`src/rtl/nyancat_anim_ctrl.sv`:
```
// rtl/nyancat_anim_ctrl.sv - vsync-aligned animation frame sequencer for the nyancat renderer
// Frame index only moves on frame_start, so the renderer never sees a mid-frame change.
module nyancat_anim_ctrl #(
  parameter int NUM_FRAMES   = 12,
  parameter int RATE_W       = 8,
  parameter int DEFAULT_RATE = 6,
  parameter int AUTOPLAY     = 1
) (
  input  logic                          px_clk,
  input  logic                          reset,
  input  logic                          frame_start,
  input  logic                          cmd_valid,
  output logic                          cmd_ready,
  input  logic [1:0]                    cmd_op,
  input  logic [RATE_W-1:0]             cmd_data,
  output logic [$clog2(NUM_FRAMES)-1:0] frame_index,
  output logic                          frame_advance,
  output logic                          playing
);

  localparam int IDX_W = $clog2(NUM_FRAMES);
  localparam logic [IDX_W-1:0]  LAST_IDX  = IDX_W'(NUM_FRAMES - 1);
  localparam logic [IDX_W-1:0]  IDX_ONE   = IDX_W'(1);
  localparam logic [RATE_W-1:0] RATE_ONE  = RATE_W'(1);
  localparam logic [RATE_W-1:0] RATE_INIT = RATE_W'(DEFAULT_RATE);

  localparam logic [1:0] OP_PLAY     = 2'd0;
  localparam logic [1:0] OP_PAUSE    = 2'd1;
  localparam logic [1:0] OP_STEP     = 2'd2;
  localparam logic [1:0] OP_SET_RATE = 2'd3;

  typedef enum logic [1:0] {
    PLAYING   = 2'd0,
    PAUSED    = 2'd1,
    STEP_WAIT = 2'd2
  } state_t;

  localparam state_t RESET_STATE = (AUTOPLAY != 0) ? PLAYING : PAUSED;

  state_t            state_q, state_d;
  logic [RATE_W-1:0] tick_q, tick_d;
  logic [RATE_W-1:0] rate_q, rate_d;
  logic [IDX_W-1:0]  idx_q, idx_d;
  logic              adv_q, adv_d;
  logic [RATE_W-1:0] tick_last;
  logic [IDX_W-1:0]  idx_next;
  logic              accept;

  // A stored rate of zero behaves as one: advance on every frame_start.
  assign tick_last = (rate_q == '0) ? '0 : rate_q - RATE_ONE;
  assign idx_next  = (idx_q == LAST_IDX) ? '0 : idx_q + IDX_ONE;

  assign cmd_ready     = (state_q != STEP_WAIT);
  assign accept        = cmd_valid && cmd_ready;
  assign playing       = (state_q == PLAYING);
  assign frame_index   = idx_q;
  assign frame_advance = adv_q;

  always_ff @(posedge px_clk) begin
    if (reset) begin
      state_q <= RESET_STATE;
      tick_q  <= '0;
      rate_q  <= RATE_INIT;
      idx_q   <= '0;
      adv_q   <= 1'b0;
    end else begin
      state_q <= state_d;
      tick_q  <= tick_d;
      rate_q  <= rate_d;
      idx_q   <= idx_d;
      adv_q   <= adv_d;
    end
  end

  // frame_start is resolved against the old state first; a command accepted in
  // the same cycle is layered on top, so a SET_RATE clear beats an increment.
  always_comb begin
    state_d = state_q;
    tick_d  = tick_q;
    rate_d  = rate_q;
    idx_d   = idx_q;
    adv_d   = 1'b0;

    case (state_q)
      PLAYING: begin
        if (frame_start) begin
          if (tick_q == tick_last) begin
            tick_d = '0;
            idx_d  = idx_next;
            adv_d  = 1'b1;
          end else begin
            tick_d = tick_q + RATE_ONE;
          end
        end
      end
      STEP_WAIT: begin
        if (frame_start) begin
          idx_d   = idx_next;
          adv_d   = 1'b1;
          state_d = PAUSED;
        end
      end
      default: ;
    endcase

    if (accept) begin
      case (cmd_op)
        OP_PLAY:  state_d = PLAYING;
        OP_PAUSE: state_d = PAUSED;
        OP_STEP: begin
          if (state_q == PAUSED) state_d = STEP_WAIT;
        end
        OP_SET_RATE: begin
          rate_d = cmd_data;
          tick_d = '0;
        end
        default: ;
      endcase
    end
  end

endmodule

```
`config.mk`:
```
export PLATFORM = sky130hd
export DESIGN_NAME = nyancat_anim_ctrl
export DESIGN_NICKNAME = d
export VERILOG_FILES = /design/src/rtl/nyancat_anim_ctrl.sv
export SDC_FILE = /design/constraint.sdc
export NUM_CORES = 1
export LEC_CHECK = 0
export BUFFER_PORTS_ARGS = -buffer_cell sky130_fd_sc_hd__buf_4
export CAP_MARGIN = 40
export CORE_UTILIZATION = 50
export DETAILED_ROUTE_END_ITERATION = 7
export PLACE_DENSITY_LB_ADDON = 0.3
export SETUP_SLACK_MARGIN = 0.02
export SYNTH_ARGS = -nofsm -noshare
export SYNTH_HDL_FRONTEND = slang
export SYNTH_SLANG_ARGS = --single-unit
```
`constraint.sdc`:
```
create_clock -name px_clk -period 2.7 [get_ports px_clk]
set_input_delay 0.54 -clock px_clk [delete_from_list [all_inputs] [get_ports px_clk]]
set_output_delay 0.54 -clock px_clk [all_outputs]
set_load 0.005 [all_outputs]
```
==> impl_metrics.env, run 1 <==
export IMPL_status="complete, but fails checks"
export IMPL_violations="design-rule violations"
export IMPL_slew_headroom=0.611
export IMPL_min_path_type="in2reg"
export IMPL_setup_worst_path_start="rate_q[0]"
export IMPL_max_vdd_ir_drop_v=0.000275
export IMPL_worstSkewPairLatency_ns=0.32
export IMPL_grt_use_total=0.197
export IMPL_post_drt_wl_per_cell_um=13.9
export IMPL_syn2layout_area_growth_pct=12.9
export IMPL_clock_path_buffers=2
export IMPL_max_freq_ghz=0.397
export IMPL_yosys_area_top_type="dfxtp_1"
export IMPL_hold_violations=0
export IMPL_die_w_um=56.8
export IMPL_synthCells=177
export IMPL_antenna_cells=0
export IMPL_synth_edf_count=0
export IMPL_ff2ff_setup_slack_ns=0.18
export IMPL_syn_nets=194
export IMPL_antenna_found_initial=0
export IMPL_vias_per_cell=5.98
export IMPL_grt_pass1_wl_mm=5.04
export IMPL_cts_tree="done"
export IMPL_seq_area_um2=462
export IMPL_grt_max_degree=20
export IMPL_leakage_nw=0.595
export IMPL_hp_start="cmd_data[1]"
export IMPL_clkSlewWorstSetupHoldPaths_ns=0.13
export IMPL_synthTopCellsByArea="dfxtp_1, mux2i_1, nor2_1, ha_1, inv_1"
export IMPL_path_max_fanout=6
export IMPL_via_count=1340
export IMPL_clkSinkCount=23
export IMPL_ys_ff_latch=23
export IMPL_cts_setup_buffers=0
export IMPL_synth_distinct_cells=56
export IMPL_synth_seq_area_share=0.307
export IMPL_worstSetupEndpointType="flop"
export IMPL_avgSynthCellArea_um2=8.47
export IMPL_async_flop_share=0
export IMPL_grt_pass1_vias=1220
export IMPL_dp_hpwl_mm=2.30
export IMPL_period_needed_ns=2.52
export IMPL_cts_buffers_inserted=3
export IMPL_die_area_mm2=0.00322
export IMPL_rows=19
export IMPL_nNetsFinal=211
export IMPL_fin_setup_tns_ns=0
export IMPL_hold_path_depth=2
export IMPL_final_cell_area_mm2=0.00169
export IMPL_cp_data_required_time_ns=2.95
export IMPL_setup_viol=0
export IMPL_drtPass1Iterations=6
export IMPL_initial_utilization=0.534
export IMPL_gr_total_overflow=0
export IMPL_drv_cap=0
export IMPL_htree_levels=1
export IMPL_ctsHoldBuffers=0
export IMPL_coreArea_mm2=0.00281
export IMPL_place_congestion=0.929
export IMPL_rsz0062_at_grt="no"
export IMPL_r2r_cells=9
export IMPL_nFillCells=241
export IMPL_routed_wl_mm=3.12
export IMPL_cp_arrival_ns=2.77
export IMPL_multi_input_area_um2=968
export IMPL_synth_top_area_share=0.307
export IMPL_yosys_warnings=0
export IMPL_placement_io_buffers=20
export IMPL_maxSlewViolCount=0
export IMPL_finalClockSkew_ns=0.00803
export IMPL_drtAntennaViolNets=0
export IMPL_r2r_start="rate_q[0]"
export IMPL_fp_dieH_um=56.8
export IMPL_start_kind="flop"
export IMPL_cellPowerDensity_mw_per_mm2=376
export IMPL_drc=2
export IMPL_ios=21
export IMPL_placed_cell_area_mm2=0.00164
export IMPL_synthesis_area_mm2=0.00150
export IMPL_fin_crit_sh=0.934
export IMPL_drtIter0Drc=66
export IMPL_tightest_slew_ns=0.583
export IMPL_reg2reg_to="frame_index[3]"
export IMPL_ys_flop_type="dfxtp_1"
export IMPL_root_buffer="clkbuf_4"
export IMPL_path_class="reg2reg"
export IMPL_hold_end="rate_q[1]"
export IMPL_drive_gt1_frac=0.264
==> layout make-up <==
class,count,area share
clock buffers,3,0.0133
clock inverters,1,0.00296
inverters,10,0.0222
multi-input cells,135,0.572
flip-flops and latches,23,0.273
well taps,31,0.0229
repair buffers,21,0.0932
==> logic make-up after synthesis <==
kind of cell | share of synthesized area
muxes | 0.0601
and+or+nand+nor | 0.304
buffers and inverters | 0.0651
AOI/OAI and AO/OA | 0.198
adders and majority gates | 0.0250
DFF | 0.307
xor gates and xnor gates | 0.0409
==> what timing repair did <==
| item | CTS | global route |
|---|---|---|
| endpoints found under the setup margin | 0 | 9 |
| hold endpoints to repair | 0 | 0 |
| gates resized for setup | 0 | 6 |
==> per-stage QoR <==
stage / setup WS, ns / power, mW / cells / hold slack [ns] / utilization
after floorplan: 0.363 / 0.440 / 177 / 0.490 / -
after global placement: 0.241 / 0.466 / 220 / 0.507 / 0.583
after detailed placement: 0.170 / 0.470 / 220 / 0.523 / 0.583
after CTS: 0.122 / 0.636 / 224 / 0.395 / 0.593
after global routing: 0.0271 / 0.663 / 224 / 0.402 / 0.603
final: 0.179 / 0.636 / 224 / 0.405 / 0.603
==> synth_stat cells (4+ instances only) <==
library cell and number:
o21ai_0 5, nand2_1 10, xnor2_1 4, mux2i_1 9, nand2b_1 6, dfxtp_1 23
clkbuf_1 4, a21oi_1 7, nor2_1 24, nand4_1 4, nand3_1 6, inv_1 10
==> where the power goes <==
group | switching, mW | total [mW] | internal [mW] | leakage (nW)
clock network | 0.111 | 0.167 | 0.0556 | 0.0177
registers | 0.0146 | 0.363 | 0.348 | 0.187
logic | 0.0540 | 0.106 | 0.0523 | 0.390
==> routing by layer <==
metal | GRT usage | vias up | share of wire
li1 | - | 672 | -
met1 | 0.235 | 624 | 0.44
met2 | 0.338 | 34 | 0.49
met3 | 0.0438 | 10 | 0.048
met4 | 0.0836 | 0 | 0.022
met5 | 0 | - | 0
==> placed cells by master, fill, tap and decap left out, types with 4 or more instances in the layout <==
master	instances
a21oi_1	7
inv_1	10
nand2_1	10
nor2_1	24
nand2b_1	6
xnor2_1	4
dfxtp_1	22
mux2i_1	9
o21ai_0	5
buf_4	21
nand3_1	6
nand4_1	4
==> state kept, by name, indices dropped and copies added (netlist names) <==
name           count
frame_advance      1
frame_index        4
rate_q             8
state_q            2
tick_q             8
==> critical path, stage by stage, from the launching register on <==
cell and delay (ns):
dfxtp_2 0.37, inv_1 0.10, ha_2 0.23, or4b_4 0.50, or3_1 0.38, o211ai_2 0.10
nand4_4 0.13, nor3b_4 0.28, o21ai_2 0.09, o41ai_2 0.26
==> worst max path at each step <==
stage                          end  slack [ns]  depth (start not counted)
floorplan           frame_index[3]        0.36                          9
global placement    frame_index[3]        0.24                          9
detailed placement  frame_index[3]        0.17                          9
CTS                 frame_index[3]        0.12                          9
global route        frame_index[3]        0.03                          9
finish              frame_index[3]        0.18                          9
No activity file was read; power rests on OpenSTA's default activity.
==> run 2: changes to the inputs <==
--- a/config.mk
+++ b/config.mk
@@ -7,9 +7,10 @@
 export LEC_CHECK = 0
 export BUFFER_PORTS_ARGS = -buffer_cell sky130_fd_sc_hd__buf_4
 export CAP_MARGIN = 40
-export CORE_UTILIZATION = 50
+export CORE_UTILIZATION = 38
 export DETAILED_ROUTE_END_ITERATION = 7
 export PLACE_DENSITY_LB_ADDON = 0.3
+export REMOVE_ABC_BUFFERS = 1
 export SETUP_SLACK_MARGIN = 0.02
 export SYNTH_ARGS = -nofsm -noshare
 export SYNTH_HDL_FRONTEND = slang
==> run 2 against run 1 <==
  * The run now ends clean
  * Worst hold slack better by 0.068 ns
  * Setup slack worse by 0.044 ns
  * Combinational power about the same
  * Sequential share of layout area decreased by 0.70 points
  * Clock power increased by 31%
  * Clock skew fell by 0.0060 ns
  * Non-clock buffer count is 3 higher
  * Highest routed layer unchanged
==> impl_metrics.env, run 2 (synthesized netlist as in run 1, its figures left out) <==
export IMPL_initial_utilization=0.403
export IMPL_cts_resized_gates=0
export IMPL_drv_cap=0
export IMPL_place_congestion=0.871
export IMPL_layoutNonFillerInstCount=244
export IMPL_ctsHoldBuffers=0
export IMPL_fin_crit_sh=0.950
export IMPL_ios=21
export IMPL_worstSkewPairLatency_ns=0.27
export IMPL_leakage_nw=0.613
export IMPL_placement_io_buffers=20
export IMPL_cpLargestDelayFamily="simple AND/OR/NAND/NOR gates"
export IMPL_hold_violations=0
export IMPL_cellPowerDensity_mw_per_mm2=397
export IMPL_layout_common_cells="nor2_1, buf_4, dfxtp_1"
export IMPL_die_area_mm2=0.00420
export IMPL_coreArea_mm2=0.00372
export IMPL_vias_per_cell=5.41
export IMPL_rsz0062_at_grt="no"
export IMPL_tightest_slew_ns=0.440
export IMPL_status="complete, no violations"
export IMPL_cts_buffers_inserted=3
export IMPL_syn2layout_area_growth_pct=15.5
export IMPL_clkSinkCount=23
export IMPL_min_path_type="in2reg"
export IMPL_path_max_fanout=6
export IMPL_crit_path_max_incr_delay_ns=0.51
export IMPL_root_buffer="clkbuf_8"
export IMPL_grt_use_total=0.155
export IMPL_clkPwrFrac=0.319
export IMPL_start_kind="flop"
export IMPL_finalClockSkew_ns=0.00208
export IMPL_cts_tree="done"
export IMPL_combPwrFrac=0.153
export IMPL_cp_arrival_ns=2.74
export IMPL_grt_max_degree=20
export IMPL_dp_hpwl_mm=2.38
export IMPL_max_freq_ghz=0.390
export IMPL_grt_pass1_wl_mm=5.09
export IMPL_worstSetupEndpointType="flop"
export IMPL_fp_dieH_um=64.8
export IMPL_post_drt_wl_per_cell_um=13.0
export IMPL_fin_setup_tns_ns=0
export IMPL_rows=22
export IMPL_cts_setup_buffers=0
export IMPL_antenna_cells=0
export IMPL_die_w_um=64.8
export IMPL_seqPwrFrac=0.527
export IMPL_drc=0
export IMPL_switching_share=0.268
export IMPL_drtAntennaViolNets=0
export IMPL_htree_levels=1
export IMPL_clkSlewWorstSetupHoldPaths_ns=0.09
export IMPL_drive_gt1_frac=0.260
export IMPL_max_vdd_ir_drop_v=0.000166
export IMPL_antenna_found_initial=0
export IMPL_period_needed_ns=2.56
export IMPL_whs_ns=0.473
export IMPL_p_int_uw=503
export IMPL_slew_headroom=0.704
export IMPL_worst_path_max_delay_cell="or4b_4"
export IMPL_clock_path_buffers=2
export IMPL_nNetsFinal=214
export IMPL_routed_wl_mm=3.18
export IMPL_drtPass1Iterations=4
export IMPL_via_count=1319
export IMPL_p_switching_uw=184
export IMPL_grt_pass1_vias=1125
export IMPL_crit_buf_inv=1
export IMPL_gr_total_overflow=0
export IMPL_dp_cells=240
export IMPL_path_class="reg2reg"
export IMPL_maxSlewViolCount=0
export IMPL_crit_chain="inv_1 -> ha_2 -> or4b_4 -> or3_1 -> o211ai_2 -> nand4_2 -> nor3b_4 -> o21ai_2 -> o41ai_2"
export IMPL_setup_viol=0
export IMPL_cp_data_required_time_ns=2.88
export IMPL_drtIter0Drc=65
export IMPL_ff2ff_setup_slack_ns=0.14
==> run 2: cell count changes in the layout (fill, tap and decap cells not counted), sizes merged <==
cell | previous run | this run
buf | 21 | 24
==> run 2: per-stage QoR <==
| step | total power, mW | cell area [µm²] | util | setup slack [ns] |
|---|---|---|---|---|
| after floorplan | 0.431 | 1440 | - | 0.363 |
| after global placement | 0.473 | 1680 | 0.452 | 0.203 |
| after detailed placement | 0.473 | 1680 | 0.452 | 0.164 |
| after CTS | 0.695 | 1730 | 0.464 | 0.144 |
| after global routing | 0.723 | 1730 | 0.466 | 0.00896 |
| final | 0.687 | 1730 | 0.466 | 0.135 |
==> run 2: power by group through the flow <==
stage	combinational [mW]	sequential [mW]	clock [mW]
after floorplan	0.0650	0.366	0
after global placement	0.104	0.370	0
after detailed placement	0.104	0.369	0
after CTS	0.105	0.362	0.229
after global routing	0.116	0.364	0.243
final	0.105	0.362	0.219
==> run 2: final timing paths <==
check	cells past startpoint	from	endpoint
hold / removal	2	cmd_data[1]	rate_q[1]
setup / recovery	9	rate_q[0]	frame_index[3]
setup reg to reg	9	rate_q[0]	frame_index[3]
hold reg to reg	1	frame_index[3]	frame_index[3]
==> run 2: metal layers <==
metal  GRT usage  routed length, µm  up-vias  part of all wire
met3      0.0370                117        4             0.037
met4      0.0389                 21        0            0.0066
met2       0.243               1400       26              0.44
li1            -                  -      680                 -
met5           0                  0        -                 0
met1       0.212               1630      609              0.51
==> run 2: final cells by class <==
type	instances	area (µm²)
clock buffer	3	41.3
clock inverter	1	5.00
timing repair buffer	24	180
multi-input combinational	135	947
inverter	10	37.5
fill	374	1980
sequential	23	460
tap	48	60.1
==> run 3: changes to the inputs <==
--- a/config.mk
+++ b/config.mk
@@ -9,7 +9,7 @@
 export CAP_MARGIN = 40
 export CORE_UTILIZATION = 38
 export DETAILED_ROUTE_END_ITERATION = 7
-export PLACE_DENSITY_LB_ADDON = 0.3
+export PLACE_DENSITY_LB_ADDON = 0.15
 export REMOVE_ABC_BUFFERS = 1
 export SETUP_SLACK_MARGIN = 0.02
 export SYNTH_ARGS = -nofsm -noshare
==> run 3 against run 2 <==
  * Clock skew about the same
  * Total power rose by 1.6%
  * Sequential power hardly changed
  * Flip-flop and latch count unchanged
  * First-iteration DRC count shrank 12%
  * Clock power increased by 3%
  * Via count increased by 1.7%
  * Utilization grew 0.40 points
  * Critical path depth did not move
  * Register-to-register slack better by 0.05 ns
  * Non-clock buffer count fell by 1
  * Final area up 0.87%
  * Critical endpoint unchanged
  * Largest cell class unchanged
==> impl_metrics.env, run 3 (synthesized netlist as in run 1, its figures left out) <==
export IMPL_worst_slack_ns=0.182
export IMPL_r2r_start="rate_q[0]"
export IMPL_drtAntennaViolNets=0
export IMPL_maxSlewViolCount=0
export IMPL_setup_worst_path_end="frame_index[3]"
export IMPL_fin_setup_tns_ns=0
export IMPL_htree_levels=1
export IMPL_place_congestion=0.818
export IMPL_rsz0062_at_grt="no"
export IMPL_ff2ff_setup_slack_ns=0.18
export IMPL_vias_per_cell=5.52
export IMPL_fin_util=0.470
export IMPL_rows=22
export IMPL_dp_hpwl_mm=2.55
export IMPL_drtIter0Drc=57
export IMPL_tightest_slew_ns=0.538
export IMPL_worst_path_max_delay_cell="or4b_4"
export IMPL_cts_buffers_inserted=3
export IMPL_grt_use_total=0.183
export IMPL_max_vdd_ir_drop_v=0.000197
export IMPL_dp_slack_ns=0.138
export IMPL_p_int_uw=505
export IMPL_grt_pass1_vias=1344
export IMPL_drive_gt1_frac=0.272
export IMPL_ios=21
export IMPL_coreArea_mm2=0.00372
export IMPL_cpLargestDelayFamily="simple AND/OR/NAND/NOR gates"
export IMPL_combPwrFrac=0.158
export IMPL_drc=0
export IMPL_gr_total_overflow=0
export IMPL_grt_pass1_wl_mm=5.95
export IMPL_layout_common_cells="nor2_1, buf_4, dfxtp_1"
export IMPL_p_switching_uw=193
export IMPL_cts_tree="done"
export IMPL_switching_share=0.277
export IMPL_path_class="reg2reg"
export IMPL_drtPass1Iterations=4
export IMPL_nFillCells=388
export IMPL_drv_cap=0
export IMPL_cellPowerDensity_mw_per_mm2=400
export IMPL_clkSlewWorstSetupHoldPaths_ns=0.09
export IMPL_status="complete, no violations"
export IMPL_reg2reg_to="frame_index[3]"
export IMPL_start_kind="flop"
export IMPL_finalClockSkew_ns=0.00177
export IMPL_worstSkewPairLatency_ns=0.27
export IMPL_min_path_type="in2reg"
export IMPL_crit_chain="inv_1 -> ha_2 -> or4b_4 -> or3_1 -> o211ai_2 -> nand4_4 -> nor3b_4 -> o21ai_2 -> o41ai_2"
export IMPL_cp_data_required_time_ns=2.89
export IMPL_hold_violations=0
export IMPL_routed_wl_mm=3.42
export IMPL_placement_io_buffers=20
export IMPL_path_max_fanout=6
export IMPL_setup_worst_path_start="rate_q[0]"
export IMPL_post_drt_wl_per_cell_um=14.1
export IMPL_clkSinkCount=23
export IMPL_max_freq_ghz=0.397
export IMPL_cp_depth=9
export IMPL_final_common_cell="nor2_1"
export IMPL_whs_ns=0.462
export IMPL_fin_crit_sh=0.933
export IMPL_fp_dieH_um=64.8
export IMPL_seqPwrFrac=0.518
export IMPL_antenna_found_initial=0
export IMPL_nNetsFinal=213
export IMPL_dp_cells=239
export IMPL_leakage_nw=0.613
export IMPL_clock_path_buffers=2
export IMPL_crit_path_max_incr_delay_ns=0.50
export IMPL_ctsHoldBuffers=0
export IMPL_worstSetupEndpointType="flop"
export IMPL_slew_headroom=0.638
export IMPL_cp_arrival_ns=2.70
export IMPL_r2r_cells=9
export IMPL_die_area_mm2=0.00420
export IMPL_period_needed_ns=2.52
export IMPL_grt_max_degree=20
export IMPL_die_w_um=64.8
export IMPL_syn2layout_area_growth_pct=16.5
export IMPL_root_buffer="clkbuf_8"
export IMPL_layoutNonFillerInstCount=243
export IMPL_via_count=1341
export IMPL_antenna_cells=0
export IMPL_initial_utilization=0.403
export IMPL_clkPwrFrac=0.324
export IMPL_crit_buf_inv=1
export IMPL_setup_viol=0
-- run 3: cell count changes in the layout (fill, tap and decap cells not counted) --
cell,change
nor4_2,+2
dfxtp_1,-1
dfxtp_2,+1
buf_4,-1
nand4_4,+1
nor4_1,-2
nand4_2,-1
-- run 3: repair_timing --
item,CTS,global route
resized for setup,0,6
setup buffers,0,0
endpoints found under the setup margin,0,11
-- run 3: metal layers --
metal / global-route usage / part of all wire / wire (µm) / vias to the layer above
li1: - / - / - / 677
met1: 0.202 / 0.46 / 1570 / 637
met2: 0.346 / 0.49 / 1680 / 22
met3: 0.0229 / 0.031 / 107 / 5
met4: 0.0750 / 0.017 / 58 / 0
met5: 0 / 0 / 0 / -
-- run 3: worst min path at each step --
stage	startpoint	endpoint	slack, ns	cells after the start
3_3_place_gp	frame_index[3]	frame_index[3]	0.51	1
3_5_place_dp	tick_q[1]	tick_q[1]	0.53	2
5_1_grt	cmd_data[2]	rate_q[2]	0.46	2
2_1_floorplan	state_q[0]	state_q[0]	0.49	2
4_1_cts	cmd_data[2]	rate_q[2]	0.46	2
6_report	cmd_data[2]	rate_q[2]	0.46	2
-- run 3: through the flow --
step / total power [mW] / instance area, µm²
detailed placement: 0.474 / 1670
floorplan: 0.431 / 1440
finish: 0.698 / 1750
CTS: 0.699 / 1720
global route: 0.730 / 1750
global placement: 0.470 / 1670
-- run 3: final cells by class --
type                       instances  area, µm²  share of cell area
clock inverter                     1       5.00             0.00287
sequential                        23        462               0.264
clock buffer                       3       41.3              0.0236
inverter                          10       37.5              0.0215
multi-input combinational        135        968               0.554
tap                               48       60.1              0.0344
timing repair buffer              23        173              0.0989
-- run 3: power by group through the flow --
stage	clock network [mW]	registers [mW]	logic, mW
after floorplan	0	0.366	0.0650
after global placement	0	0.369	0.102
after detailed placement	0	0.369	0.105
after CTS	0.232	0.361	0.106
after global routing	0.246	0.363	0.121
final	0.226	0.362	0.110
